--- src/rtl/nbcac_6di_decoder_seq.sv ---
// rtl/nbcac_6di_decoder_seq.sv - bit-serial NBCAC 6-bit decoder with valid/ready handshakes
//
// Purpose: rebuilds the 6-bit value v = sum(S_i * d[i]) from an 8-bit NBCAC codeword.
// It takes one codeword bit per clock and flags codewords whose sum exceeds 2^VW-1.
//
// Ports:
//   clk       - clock, rising edge
//   rst_n     - asynchronous active-low reset
//   in_valid  - codeword present on in_code
//   in_ready  - decoder accepts a codeword this cycle (combinational from out_ready in OUT)
//   in_code   - codeword, bit 0 is d[1]
//   out_valid - decoded result available
//   out_ready - consumer takes the result this cycle
//   out_v     - decoded value (low VW bits of the weighted sum)
//   out_err   - weighted sum exceeded 2^VW-1
//   err_cnt   - saturating count of illegal codewords since reset

module nbcac_6di_decoder_seq #(
  parameter int VW = 6,
  parameter int CW = 8,
  parameter int AW = 8,
  parameter int S1 = 1,
  parameter int S2 = 26,
  parameter int S3 = 16,
  parameter int S4 = 10,
  parameter int S5 = 6,
  parameter int S6 = 4,
  parameter int S7 = 2,
  parameter int S8 = 2
) (
  input  logic          clk,
  input  logic          rst_n,
  input  logic          in_valid,
  output logic          in_ready,
  input  logic [CW-1:0] in_code,
  output logic          out_valid,
  input  logic          out_ready,
  output logic [VW-1:0] out_v,
  output logic          out_err,
  output logic [7:0]    err_cnt
);

  localparam int BW = $clog2(CW);
  localparam logic [AW-1:0] MAXV = AW'((1 << VW) - 1);
  localparam logic [BW:0]   LAST = (BW + 1)'(CW);

  typedef enum logic [1:0] {
    IDLE = 2'd0,
    ACC  = 2'd1,
    OUT  = 2'd2
  } state_t;

  state_t        state;
  logic [CW-1:0] code;
  logic [AW-1:0] acc;
  logic [BW:0]   idx;

  function automatic logic [AW-1:0] weight(input logic [BW-1:0] i);
    logic [AW-1:0] w;
    w = '0;
    case (i)
      0: w = AW'(S1);
      1: w = AW'(S2);
      2: w = AW'(S3);
      3: w = AW'(S4);
      4: w = AW'(S5);
      5: w = AW'(S6);
      6: w = AW'(S7);
      7: w = AW'(S8);
      default: w = '0;
    endcase
    return w;
  endfunction

  // A finishing consumer frees the decoder in the same cycle, so a new word
  // can be taken back-to-back with the result handoff.
  assign in_ready = (state == IDLE) | ((state == OUT) & out_ready);

  always_ff @(posedge clk or negedge rst_n) begin
    if (!rst_n) begin
      state     <= IDLE;
      code      <= '0;
      acc       <= '0;
      idx       <= '0;
      out_valid <= 1'b0;
      out_v     <= '0;
      out_err   <= 1'b0;
      err_cnt   <= '0;
    end else begin
      case (state)
        IDLE: begin
          if (in_valid) begin
            code  <= in_code;
            acc   <= '0;
            idx   <= '0;
            state <= ACC;
          end
        end

        ACC: begin
          // idx 0..CW-1 add one weighted bit each; the cycle at idx == CW only
          // commits the finished sum, which places out_valid on the 9th edge.
          if (idx == LAST) begin
            out_v     <= acc[VW-1:0];
            out_err   <= (acc > MAXV);
            out_valid <= 1'b1;
            if ((acc > MAXV) && (err_cnt != 8'hFF)) begin
              err_cnt <= err_cnt + 8'd1;
            end
            state <= OUT;
          end else begin
            if (code[idx[BW-1:0]]) begin
              acc <= acc + weight(idx[BW-1:0]);
            end
            idx <= idx + 1'b1;
          end
        end

        OUT: begin
          if (out_ready) begin
            out_valid <= 1'b0;
            if (in_valid) begin
              code  <= in_code;
              acc   <= '0;
              idx   <= '0;
              state <= ACC;
            end else begin
              state <= IDLE;
            end
          end
        end

        default: state <= IDLE;
      endcase
    end
  end

endmodule

--- config.mk ---
export PLATFORM = sky130hd
export DESIGN_NAME = nbcac_6di_decoder_seq
export DESIGN_NICKNAME = d
export VERILOG_FILES = /design/src/rtl/nbcac_6di_decoder_seq.sv
export SDC_FILE = /design/constraint.sdc
export NUM_CORES = 1
export LEC_CHECK = 0
export CAP_MARGIN = 10
export CORE_UTILIZATION = 40
export DETAILED_ROUTE_END_ITERATION = 12
export PLACE_DENSITY_LB_ADDON = 0.12
export SKIP_CTS_REPAIR_TIMING = 1
export SLEW_MARGIN = 20
export SYNTH_ARGS = -nofsm -noshare
export SYNTH_HDL_FRONTEND = slang
export SYNTH_SLANG_ARGS = --single-unit
export TNS_END_PERCENT = 20
--- constraint.sdc ---
create_clock -name clk -period 2.5 [get_ports clk]
set_input_delay 0.5 -clock clk [delete_from_list [all_inputs] [get_ports clk]]
set_output_delay 0.5 -clock clk [all_outputs]
set_load 0.01 [all_outputs]
==> metrics, run 1 <==
drt wl/cell 13.0 µm; dpl hpwl 2860 µm; Req. time, crit path 2.68 ns; root buffer cell clkbuf_8; DRT Pass-1 Iters 4; wl on met1 1860 µm; largest net degree at the start of global routing 39; Cell Area, Synth 0.00195 mm²; WL met3 171 µm; Mapped Cells 201; Worst setup SP type register; worst hold path type in2async; synth warn 0; DR vias/cell 4.95; r2r setup slk 0.11 ns; CP arrival 2.57 ns; pwr dens 1300 mW/mm²; async set or reset register ratio after synthesis 100%; status completed; period utilisation layout 95.6%; Leak 0.00114 µW; post-synth cell types 40; # IOs 29; Final setup viols 0; initial antenna violation count 0; Layout area overhead 25.8%; Worst-path clk slew 0.08 ns; Initial Utilization 41.3%; Synth Register Bits 38; nets@finish 261; Tmin final 2.39 ns; crit path capture type register; chip height 71.9 µm; relative slew slack 44.6%; crit path kind reg2reg; GRT Residual Overflow 0; Avg Cell Area, Syn 9.71 µm²; core box area 0.00472 mm²; met2 wire length 1860 µm; Die Width 71.9 µm; Die ar. 0.00516 mm²; Final Wtd Congestion 0.797; Seq/Total Area, Yosys 48.7%; Max Freq 419 MHz; Final Skew 0.00780 ns; pre-CTS WS 0.0302 ns; Final Slew Violations 0; worst hold slack 0.297 ns; DRC violations left 0; Power, Total 3200 µW; Post-synth EDFFs 0; Diodes inserted 0; Starting DRT DRC Count 87; first-pass GRT wire length 6690 µm; vias in the first global route 1462; Worst-Margin Slew 0.831 ns; Highest Signal Layer met4; TritonCTS clock tree yes; critical path peak fanout 3; clk_lat worst skew 0.29 ns; Port Buffers 28; ANT nets after route 0; gr usage total 16.9%; Synth Flop Type dfrtp_1; maxcap violations 0; final hold violation count 0; via count 1521; Max rail drop VDD 596 µV; CTS sink cnt 38; row count 25; routed wire length 3980 µm; syn nets 223; CTS H-Tree Depth 2; final worst slack 0.111 ns; Post-Route Utilization 52.0%; Inserted Clock Buffers 5; share of layout cells above drive strength 1 12.9%; Clock Path Buffers 2; # fillers 445
## registers in the layout (all words and copies together) (netlist names)
name       flops
out_err        1
idx            4
out_v          6
code           8
acc            8
state          2
out_valid      1
err_cnt        8
## routing by layer
metal / vias to the layer above / track usage (%)
met2: 40 / 27.0
met1: 705 / 22.0
met5: - / 0
met3: 10 / 3.94
met4: 0 / 7.19
li1: 766 / -
## through the flow
stage	TNS (ns)	instance area (µm²)	cells
after floorplan	0	1950	201
after global placement	0	2340	298
after detailed placement	0	2340	298
after CTS	0	2430	306
after global routing	-0.00802	2450	307
final	0	2450	307
## report_power, final
part	internal, µW	switching (µW)	total, µW
combinational	797	924	1720
clock	197	222	419
sequential	874	187	1060
## critical path, stage by stage (launching register included)
cell      delay (ns)
dfrtp_1         0.41
inv_2           0.07
ha_2            0.16
nor2b_1         0.14
ha_2            0.20
inv_1           0.06
fa_2            0.35
nor2b_2         0.14
o21a_1          0.17
o221ai_2        0.11
and3_1          0.20
a221o_1         0.27
## cells by family (layout without fill, tap and decap cells)
kind of cell | count (synthesis) | in the layout | synth area share (%)
flip-flops | 38 | 38 | 48.7
adder cells (fa/ha/maj) | 10 | 10 | 6.80
multiplexers | 5 | 5 | 2.63
AO/OA/AOI/OAI | 34 | 34 | 13.5
XOR/XNOR | 10 | 10 | 4.49
buffers and inverters | 13 | 52 | 2.69
AND/OR/NAND/NOR | 91 | 91 | 21.2
## placed cells by master, fill, tap and decap left out, drive strengths merged, types with 2 or more instances in the layout
master / count
ha: 9
xnor2: 6
dfrtp: 38
and3: 4
nor2: 9
a21oi: 3
nand3: 3
nand4: 4
clkbuf: 6
clkinv: 2
or2: 2
o41ai: 3
inv: 7
clkdlybuf4s50: 27
a211oi: 2
mux2i: 4
xor2: 4
o31ai: 2
buf: 10
nand2: 54
o221ai: 2
nor2b: 7
and2: 2
nand2b: 3
o21ai: 12
## cells in the mapped netlist (3+ instances only)
master	count	area share, %
mux2i_1	4	2.1
xnor2_1	6	2.7
inv_1	7	1.3
clkbuf_1	3	0.58
nand2_1	54	10
nor2b_1	6	1.9
nor2_1	9	1.7
nand3_1	3	0.77
nand2b_1	3	0.96
dfrtp_1	38	49
and3_1	4	1.3
a21oi_1	3	0.77
o41ai_1	3	1.3
xor2_1	4	1.8
nand4_1	4	1.3
o21ai_0	12	3.1
buf_2	3	0.77
ha_1	9	5.8
## cell type report
type                    count  area (µm²)  area share, %
inverters                   7        26.3           1.07
repair buffers             37         343           14.0
multi-input cells         150         965           39.3
clock inverters             2        13.8          0.561
flip-flops and latches     38         951           38.7
clock buffers               6        72.6           2.96
well taps                  67        83.8           3.41
## worst paths after layout
path / start / end / depth (start not counted)
worst max-delay path: idx[0]$_DFFE_PN0P_ / acc[6]$_DFFE_PN0P_ / 11
worst min-delay path: rst_n / out_v[2]$_DFFE_PN0P_ / 1
worst max register to register: idx[0]$_DFFE_PN0P_ / acc[6]$_DFFE_PN0P_ / 11
worst min register to register: out_v[3]$_DFFE_PN0P_ / out_v[3]$_DFFE_PN0P_ / 2
max in group asynchronous: rst_n / code[0]$_DFFE_PN0P_ / 1
min in group clk: out_v[3]$_DFFE_PN0P_ / out_v[3]$_DFFE_PN0P_ / 2
Power figures use the tool's default switching activity.
==> run 2: changes to the inputs <==
--- a/config.mk
+++ b/config.mk
@@ -9,6 +9,7 @@
 export CORE_UTILIZATION = 40
 export DETAILED_ROUTE_END_ITERATION = 12
 export PLACE_DENSITY_LB_ADDON = 0.12
+export REMOVE_ABC_BUFFERS = 1
 export SKIP_CTS_REPAIR_TIMING = 1
 export SLEW_MARGIN = 20
 export SYNTH_ARGS = -nofsm -noshare
==> run 2 against run 1 <==
Core utilization fell by 0.19 points. Cell count down 0.33%. Die area stayed put. Setup slack improved by 0.041 ns. Largest power group unchanged. Maximum frequency up 1.7%. Power fell by 0.63%. Sequential cell count stayed put. Hold slack better by 0.019 ns. First-iteration DRC count fell by 2.3%. Via count grew 0.85%. Clock skew down 0.0065 ns.
==> metrics, run 2 (synthesis gave the netlist of run 1 again) <==
GRT Residual Overflow 0 (unchanged); status completed; Highest Signal Layer met4; # IOs 29 (unchanged); first-pass GRT wire length 6960 µm (+4.0%); crit path kind reg2reg; nets@finish 261 (unchanged); Initial Utilization 41.3% (unchanged); Fin Setup TNS 0 ns (unchanged); Final Wtd Congestion 0.808 (+1.5%); Placed Area 0.00234 mm² (unchanged); most frequent cells in the layout 54 x nand2_1, 38 x dfrtp_1, 27 x clkdlybuf4s50_1; relative slew slack 42.8% (-1.8 points); gr usage total 17.6% (+0.73 points); routed wire length 4050 µm (+1.7%); Max Freq 426 MHz (+1.7%); chip height 71.9 µm (unchanged); share of layout cells above drive strength 1 11.7% (-1.2 points); crit path capture type register; Tmin final 2.35 ns (-0.0410 ns); worst hold path type in2async; Final Slew Violations 0 (unchanged); core box area 0.00472 mm² (unchanged); largest net degree at the start of global routing 39 (unchanged); root buffer cell clkbuf_8; vias in the first global route 1508 (+3.1%); CP arrival 2.52 ns (-0.05 ns); period utilisation layout 93.9% (-1.6 points); clk_lat worst skew 0.29 ns (about the same); Clock Path Buffers 2 (unchanged); # fillers 452 (+1.6%); maxcap violations 0 (unchanged); CTS sink cnt 38 (unchanged); Die ar. 0.00516 mm² (unchanged); commonest non-fill, non-tap cell in the layout nand2_1; wl on met1 1990 µm (+7.2%); DR vias/cell 5.01 (+1.2%); RSZ-0062 raised after global routing no; Max rail drop VDD 610 µV (+2.3%); WL met3 134 µm (-22%); Final Skew 0.00127 ns (-0.00652 ns); Inserted Clock Buffers 5 (unchanged); critical path peak fanout 3 (unchanged); Req. time, crit path 2.68 ns (about the same); Worst setup SP type register; DRC violations left 0 (unchanged); TritonCTS clock tree yes; via count 1534 (+0.85%); final hold violation count 0 (unchanged); drt wl/cell 13.2 µm (+2.0%); Diodes inserted 0 (unchanged); ANT nets after route 0 (unchanged); Worst-path clk slew 0.07 ns (about the same); row count 25 (unchanged); Final setup viols 0 (unchanged); Layout area overhead 25.3%; DRT Pass-1 Iters 4 (unchanged); top flop regs acc (8), code (8), err_cnt (8); CTS H-Tree Depth 2 (unchanged); pwr dens 1300 mW/mm² (-0.27%); Die Width 71.9 µm (unchanged); design area 0.00245 mm² (-0.36%); met2 wire length 1840 µm (-1.3%); dpl hpwl 2900 µm (+1.3%); Leak 0.00113 µW (-0.45%); Power, Total 3180 µW (-0.63%); Post-Route Utilization 51.8% (-0.19 points); Worst-Margin Slew 0.858 ns (+0.0273 ns); Starting DRT DRC Count 85 (-2.3%); initial antenna violation count 0 (unchanged); Port Buffers 28 (unchanged)
-- run 2: cell count changes in the layout (fill, tap and decap cells not counted), sizes merged --
cell / previous run / this run
clkinv: 2 / 0
clkinvlp: 0 / 1
-- run 2: final timing paths --
path,startpoint,end,slack [ns],depth (start not counted)
setup reg to reg,idx[0]$_DFFE_PN0P_,acc[6]$_DFFE_PN0P_,0.15,11
setup / recovery,idx[0]$_DFFE_PN0P_,acc[6]$_DFFE_PN0P_,0.15,11
hold / removal,rst_n,out_v[3]$_DFFE_PN0P_,0.32,1
min in group clk,code[7]$_DFFE_PN0P_,code[7]$_DFFE_PN0P_,0.48,2
hold reg to reg,code[7]$_DFFE_PN0P_,code[7]$_DFFE_PN0P_,0.48,2
max in group asynchronous,rst_n,acc[7]$_DFFE_PN0P_,1.65,1
-- run 2: metrics by stage --
stage                     hold WS, ns  instances  worst slack (ns)
after floorplan                 0.204        195             0.120
after global placement          0.458        298             0.163
after detailed placement        0.463        298            0.0390
after CTS                       0.345        305            0.0392
after global routing            0.377        306           0.00529
final                           0.317        306             0.152
-- run 2: final cells by class --
class                           count  area [µm²]  share of cell area [%]
Multi-Input combinational cell    150         962                    39.3
Sequential cell                    38         951                    38.9
Tap cell                           67        83.8                    3.43
Clock inverter                      1        7.51                   0.307
Timing Repair Buffer               37         343                    14.0
Clock buffer                        6        72.6                    2.97
Inverter                            7        26.3                    1.07
-- run 2: where the power goes --
group | switching (µW) | leakage [µW] | internal, µW
clock | 215 | 0.0000373 | 191
sequential | 185 | 0.000481 | 875
combinational | 927 | 0.000616 | 788
-- run 2: layer usage --
layer  GRT usage [%]  vias up
met5               0        -
li1                -      773
met1            23.3      725
met4            7.41        0
met2            27.8       28
met3            4.22        8
-- run 2: critical path, stage by stage (launching register included) --
cell and delay (ns):
dfrtp_1 0.40, inv_1 0.09, ha_1 0.16, nor2b_1 0.14, ha_2 0.19, inv_1 0.06
fa_2 0.35, nor2b_2 0.13, o21a_1 0.17, o221ai_2 0.11, and3_1 0.19, a221o_1 0.25
==> run 3: changes to the inputs <==
==> constraint.sdc (replaced) <==
create_clock -name clk -period 2.42 [get_ports clk]
set_input_delay 0.484 -clock clk [delete_from_list [all_inputs] [get_ports clk]]
set_output_delay 0.484 -clock clk [all_outputs]
set_load 0.01 [all_outputs]
==> run 3 against run 2 <==
Sequential power up 5%. Clock-buffer cell count stayed put. Die area unchanged. Hold slack got worse by 0.020 ns. Clock skew increased by 0.0065 ns. Via count is essentially flat. Largest power group unchanged.
==> metrics, run 3 (synthesis gave the netlist of run 1 again) <==
footprint of the multi-input gates 982 µm² (+2.1%); core box area 0.00472 mm² (unchanged); Reg area 952 µm² (+0.13%); Worst-path clk slew 0.08 ns (about the same); DRT Pass-1 Iters 4 (unchanged); Leak 0.00116 µW (+2.2%); Final Wtd Congestion 0.767 (-5.1%); Max Freq 432 MHz (+1.4%); initial antenna violation count 0 (unchanged); WP buf/inv 2 (unchanged); dpl hpwl 2960 µm (+2.0%); Final Slew Violations 0 (unchanged); CTS sink cnt 38 (unchanged); worst hold path type in2async; crit path cell chain inv_2 > ha_2 > nor2b_4 > ha_4 > inv_1 > fa_2 > nor2b_2 > o21a_1 > o221ai_2 > and3_1 > a221o_1; largest net degree at the start of global routing 39 (unchanged); row count 25 (unchanged); critical path peak fanout 3 (unchanged); slowest cell on the critical path dfrtp_1; chip height 71.9 µm (unchanged); Final setup viols 0 (unchanged); ANT nets after route 0 (unchanged); crit path capture type register; worst hold slack 0.296 ns (-0.0203 ns); nets@finish 262 (+0.38%); Post-Route Utilization 53.1% (+1.3 points); vias in the first global route 1537 (+1.9%); Final Skew 0.00773 ns (+0.00646 ns); Worst-Margin Slew 0.850 ns (-0.00772 ns); DR vias/cell 5.00 (-0.26%); # IOs 29 (unchanged); DRC violations left 0 (unchanged); status completed; most frequent cells in the layout 54 x nand2_1, 37 x dfrtp_1, 27 x clkdlybuf4s50_1; Tmin final 2.32 ns (-0.0314 ns); Die Width 71.9 µm (unchanged); Layout area overhead 28.5%; share of layout cells above drive strength 1 14.2% (+2.5 points); final hold violation count 0 (unchanged); Diodes inserted 0 (unchanged); Max rail drop VDD 526 µV (-14%); GRT Residual Overflow 0 (unchanged); Port Buffers 28 (unchanged); routed wire length 4140 µm (+2.2%); period utilisation layout 95.7% (+1.8 points); Die ar. 0.00516 mm² (unchanged); Inserted Clock Buffers 5 (unchanged); relative slew slack 43.3% (+0.51 points); pwr dens 1380 mW/mm² (+6.1%); CP arrival 2.49 ns (-0.03 ns); first-pass GRT wire length 7070 µm (+1.5%); Initial Utilization 41.3% (unchanged); commonest non-fill, non-tap cell in the layout nand2_1; TritonCTS clock tree yes; via count 1535 (+0.065%); drt wl/cell 13.5 µm (+1.9%); top flop regs acc (8), code (8), err_cnt (8); Clock Path Buffers 2 (unchanged); Req. time, crit path 2.60 ns (-0.08 ns); crit-path max cell delay 0.41 ns (about the same); crit path kind reg2reg; # fillers 462 (+2.2%); gr usage total 17.9% (+0.27 points); maxcap violations 0 (unchanged); CTS H-Tree Depth 2 (unchanged); clk_lat worst skew 0.29 ns (about the same); Top delay family on crit path adder cells; root buffer cell clkbuf_8; Starting DRT DRC Count 41 (-52%); Worst setup SP type register
==> run 3: cell count changes in the layout (fill, tap and decap cells not counted), sizes merged <==
cell,previous run,this run
bufinv,0,1
clkinvlp,1,0
buf,10,11
==> run 3: metal layers <==
metal / track usage, % / vias to the layer above / routed length [µm]
li1: - / 769 / -
met1: 22.0 / 731 / 1990
met2: 29.6 / 29 / 1960
met3: 4.92 / 6 / 131
met4: 7.63 / 0 / 56
met5: 0 / - / 0
==> run 3: final timing paths <==
check	start	to	slack, ns	depth (start not counted)
hold / removal	rst_n	out_v[5]$_DFFE_PN0P_	0.30	1
setup reg to reg	idx[0]$_DFFE_PN0P_	acc[6]$_DFFE_PN0P_	0.10	11
hold reg to reg	out_v[0]$_DFFE_PN0P_	out_v[0]$_DFFE_PN0P_	0.48	2
min in group clk	out_v[0]$_DFFE_PN0P_	out_v[0]$_DFFE_PN0P_	0.48	2
max in group asynchronous	rst_n	idx[2]$_DFFE_PN0P_	1.53	1
setup / recovery	idx[0]$_DFFE_PN0P_	acc[6]$_DFFE_PN0P_	0.10	11
==> run 3: area by class of cell <==
class	instances	share of cell area [%]
clock buffer	6	3.29
timing repair buffer	38	14.0
clock inverter	1	1.20
sequential	38	38.0
inverter	7	1.05
multi-input combinational	150	39.2
tap	67	3.34
==> run 3: report_power, final <==
| group | switching, µW | internal [µW] | total [µW] |
|---|---|---|---|
| Sequential | 203 | 905 | 1110 |
| Clock | 226 | 330 | 556 |
| Combinational | 960 | 836 | 1800 |
| Total | 1390 | 2070 | 3460 |
==> run 3: per-stage QoR <==
stage               cells  instance area (µm²)  total power [µW]  setup TNS (ns)  setup WS (ns)
floorplan             195                 1930              2210               0         0.0404
global placement      299                 2350              2830               0         0.0813
detailed placement    299                 2350              2850         -0.0181        -0.0181
CTS                   306                 2460              3430         -0.0452        -0.0452
global route          307                 2510              3760         -0.0202        -0.0202
finish                307                 2510              3460               0          0.103
==> variant 1: new RTL, flow settings as in run 3 <==
Re-encode `state_t` (3 states) as one-hot, 3 bits wide.
--- a/src/rtl/nbcac_6di_decoder_seq.sv
+++ b/src/rtl/nbcac_6di_decoder_seq.sv
@@ -44,10 +44,10 @@
   localparam logic [AW-1:0] MAXV = AW'((1 << VW) - 1);
   localparam logic [BW:0]   LAST = (BW + 1)'(CW);
 
-  typedef enum logic [1:0] {
-    IDLE = 2'd0,
-    ACC  = 2'd1,
-    OUT  = 2'd2
+  typedef enum logic [2:0] {
+    IDLE = 3'b001,
+    ACC  = 3'b010,
+    OUT  = 3'b100
   } state_t;
 
   state_t        state;
Check against the original RTL: same outputs for any inputs over 10 cycles, from zero or initial values and one cycle with rst_n low; not proved beyond that.
==> variant 1 against run 3 <==
Critical path depth did not move. Synthesized area is 5.6% higher. Clock skew grew 5.0 ps. Sequential cell count up 1. Power fell by 32%. First-iteration DRC count up 54%. Design area grew 4.6%. Utilization up 1.0 points. Sequential power down 16%. Setup slack got worse by 25 ps. Routed wire length fell by 0.60%. Largest power group unchanged.
==> variant 1: results (changes against run 3) <==
fillers=426 (was 462); sequential area share after synthesis=47.4% (was 48.7%); Power Clock=479 uW (was 556 uW); clk tree area frac=3.96% (was 4.49%); non-filler cells in the finished layout=302 (was 307); Synth Area in Compound Gates=11.5% (was 13.5%); top post-synthesis cells by count=dfrtp_1, nand2_1, nor2_1 (was nand2_1, dfrtp_1, o21ai_0); layout multi-input combinational cell count=139 (was 150); Routed wire per std cell=13.6 um (was 13.5 um); Crit Path Max Fanout=4 (was 3); skew final=12.7 ps (was 7.73 ps); sequential fraction of total cell area=37.2% (was 38.0%); Seq. pwr=928 uW (was 1110 uW); synthesized flop and latch total=39 (was 38); post-synthesis mux area share=7.65% (was 2.63%); fin nets=256 (was 262); final HPWL from detailed placement=3000 um (was 2960 um); Die Wd=73.8 um (was 71.9 um); sw frac=33.8% (was 40.2%); pre-CTS setup slack=7.15 ps (was -18.1 ps); multi-input logic area=1060 um2 (was 982 um2); biggest cell delay along the critical path=430 ps (was 410 ps); post-synthesis xor/xnor area fraction=3.83% (was 4.49%); Non-clk invs=8 (was 7); Non-clk bufs=41 (was 38); status=complete, no violations (unchanged); area post-placement=2440 um2 (was 2350 um2); Placer Congestion=0.826 (was 0.767); Tightest Pin Transition=863 ps (was 850 ps); register area=977 um2 (was 952 um2); post-placement cell count=290 (was 299)
variant 1: changes by cell type after synthesis, moves of 4 or more:
| cell | before | now |
|---|---|---|
| nand2_1 | 54 | 30 |
| mux2_2 | 1 | 9 |
| o21ai_0 | 12 | 5 |
| a21oi_1 | 3 | 9 |
| mux2i_1 | 4 | 0 |
variant 1: per-layer routing:
| layer | wire length (um) | track usage, % | vias up | share of wire, % |
|---|---|---|---|---|
| met2 | 2010 | 27.1 | 28 | 49 |
| met4 | 37 | 6.41 | 0 | 0.90 |
| met1 | 1930 | 20.6 | 733 | 47 |
| li1 | - | - | 766 | - |
| met5 | 0 | 0 | - | 0 |
| met3 | 133 | 3.70 | 4 | 3.2 |
variant 1: worst reg2reg max path, cell delays in order (launching register included):
cell	delay, ps
dfrtp_1	430
inv_2	90
ha_4	120
nor2b_4	150
ha_4	150
inv_2	40
fa_2	350
nor2b_2	140
o21a_1	150
o21a_1	150
o21ba_4	150
mux2_4	290
==> variant 2: new RTL, config.mk and constraints of run 3 <==
Without the edit above. `VW`: 6 -> 5.
--- a/src/rtl/nbcac_6di_decoder_seq.sv
+++ b/src/rtl/nbcac_6di_decoder_seq.sv
@@ -16,7 +16,7 @@
 //   err_cnt   - saturating count of illegal codewords since reset
 
 module nbcac_6di_decoder_seq #(
-  parameter int VW = 6,
+  parameter int VW = 5,
   parameter int CW = 8,
   parameter int AW = 8,
   parameter int S1 = 1,
Ports: changed (resized out_v); port bits go from 29 to 28. No check against the original RTL was run, so the function may have changed too.
==> variant 2 against run 3 <==
Setup slack improved by 15 ps. Critical endpoint unchanged. Power decreased by 4.3%. Routed wire length is 3.7% lower. Design area decreased by 1.0%. Sequential cell count down 1. Synthesized area shrank 0.38%. Highest routed layer unchanged. Largest cell class unchanged. Final cell count down 8.8%. First-iteration DRC count grew 130%.
==> variant 2: results (changes against run 3) <==
status=complete, no violations (unchanged); asr flop ratio synth=100% (unchanged); sequential area share after synthesis=47.6% (was 48.7%); Via density=5.30 (was 5.00); Synth Flop Type=dfrtp_1 (unchanged); class of the worst hold path=reg -> reg (was in -> async); Util after Layout=52.9% (was 53.1%); Clk pin slew, worst setup/hold paths=80 ps (about the same); leakage=0.00112 uW (was 0.00116 uW); Unique masters post-synth=43 (was 40); Routed wire per std cell=14.2 um (was 13.5 um); share of layout cells above drive strength 1=16.8% (was 14.2%); gr ovfl total=0 (unchanged); biggest regs=acc x8, code x8, err_cnt x8 (unchanged); Initial DRC Count=93 (was 41); Buffers on Ports=27 (was 28); GRT Total Usage=17.9% (about the same); synth warn=0 (unchanged); r2r worst-path depth=10 (was 11); setup slack, reg-to-reg=120 ps (was 100 ps); top post-synthesis cells by count=dfrtp_1, nand2_1, ha_1 (was nand2_1, dfrtp_1, o21ai_0); H-Tree Depth=2 (unchanged); initial antenna violation count=0 (unchanged); Setup crit start kind=flop (unchanged); Placer Congestion=0.869 (was 0.767); synth top area cells=dfrtp_1, nand2_1, ha_1 (unchanged); Slew Limit Headroom=62.3% (was 43.3%); Crit. End Element=flop (unchanged); latest clock arrival within the worst-skew pair=290 ps (about the same); Worst Hold Launch=code[1]; first-pass GRT wire length=7030 um (was 7070 um); TritonCTS Buffers=5 (unchanged); Peak supply drop=0.000615 V (was 0.000526 V); final HPWL from detailed placement=2880 um (was 2960 um); Antenna Cells=0 (unchanged); vias in the first global route=1525 (was 1537); hold endpoint=code[1]; reg-to-reg endpoint=acc[6] (unchanged); DR pass1 iterations=4 (unchanged); largest net degree at the start of global routing=38 (was 39); skew final=5.39 ps (was 7.73 ps); clock buffer depth=2 (unchanged); Crit Path Max Fanout=6 (was 3); Critical R2R Launch=idx[0] (unchanged); fin nets=247 (was 262); WP data arrival=2540 ps (was 2490 ps)
## variant 2: final cells by class
cell class,count,area [um2]
sequential,37,926
multi-input combinational,136,997
clock inverter,2,37.5
tap,54,67.6
fill,426,2210
timing repair buffer,36,338
inverter,9,33.8
clock buffer,6,82.6
## variant 2: metrics by stage
stage                     std cells  cell area [um2]  setup WS (ps)  power (uW)  hold WS [ps]
after floorplan                 182             1910          -91.4        2110           188
after global placement          271             2310          -4.88        2610           461
after detailed placement        271             2310          -83.3        2660           464
after CTS                       279             2430          -96.8        3240           483
after global routing            280             2480          -15.5        3620           502
final                           280             2480            119        3310           482
## variant 2: cells by family (layout without fill, tap and decap cells)
group,after synthesis,count (layout),share of synthesized area (%)
XOR/XNOR,10,10,4.50
flip-flops,37,37,47.6
AO/OA/AOI/OAI,33,33,13.8
adder cells (fa/ha/maj),10,10,6.82
multiplexers,10,10,5.47
buffers and inverters,14,53,3.41
AND/OR/NAND/NOR,73,73,18.3
## variant 2: routing by layer
metal	global-route usage, %	vias up	wire length [um]
li1	-	729	-
met1	21.2	713	1740
met2	30.7	33	2030
met3	4.64	9	138
met4	7.41	0	72
met5	0	-	0
## variant 2: worst max-delay path, stage by stage (launching register included)
cell and delay, ps:
dfrtp_1 390, buf_4 160, ha_1 220, a21oi_2 180
inv_1 80, fa_2 360, nor2b_2 130, o31a_1 160
o211ai_1 100, or4_1 400, nand2_1 70
## variant 2: power breakdown
group	leakage, uW	switching [uW]	internal (uW)
Sequential	0.000468	177	867
Clock	0.0000574	231	335
Combinational	0.000592	874	827
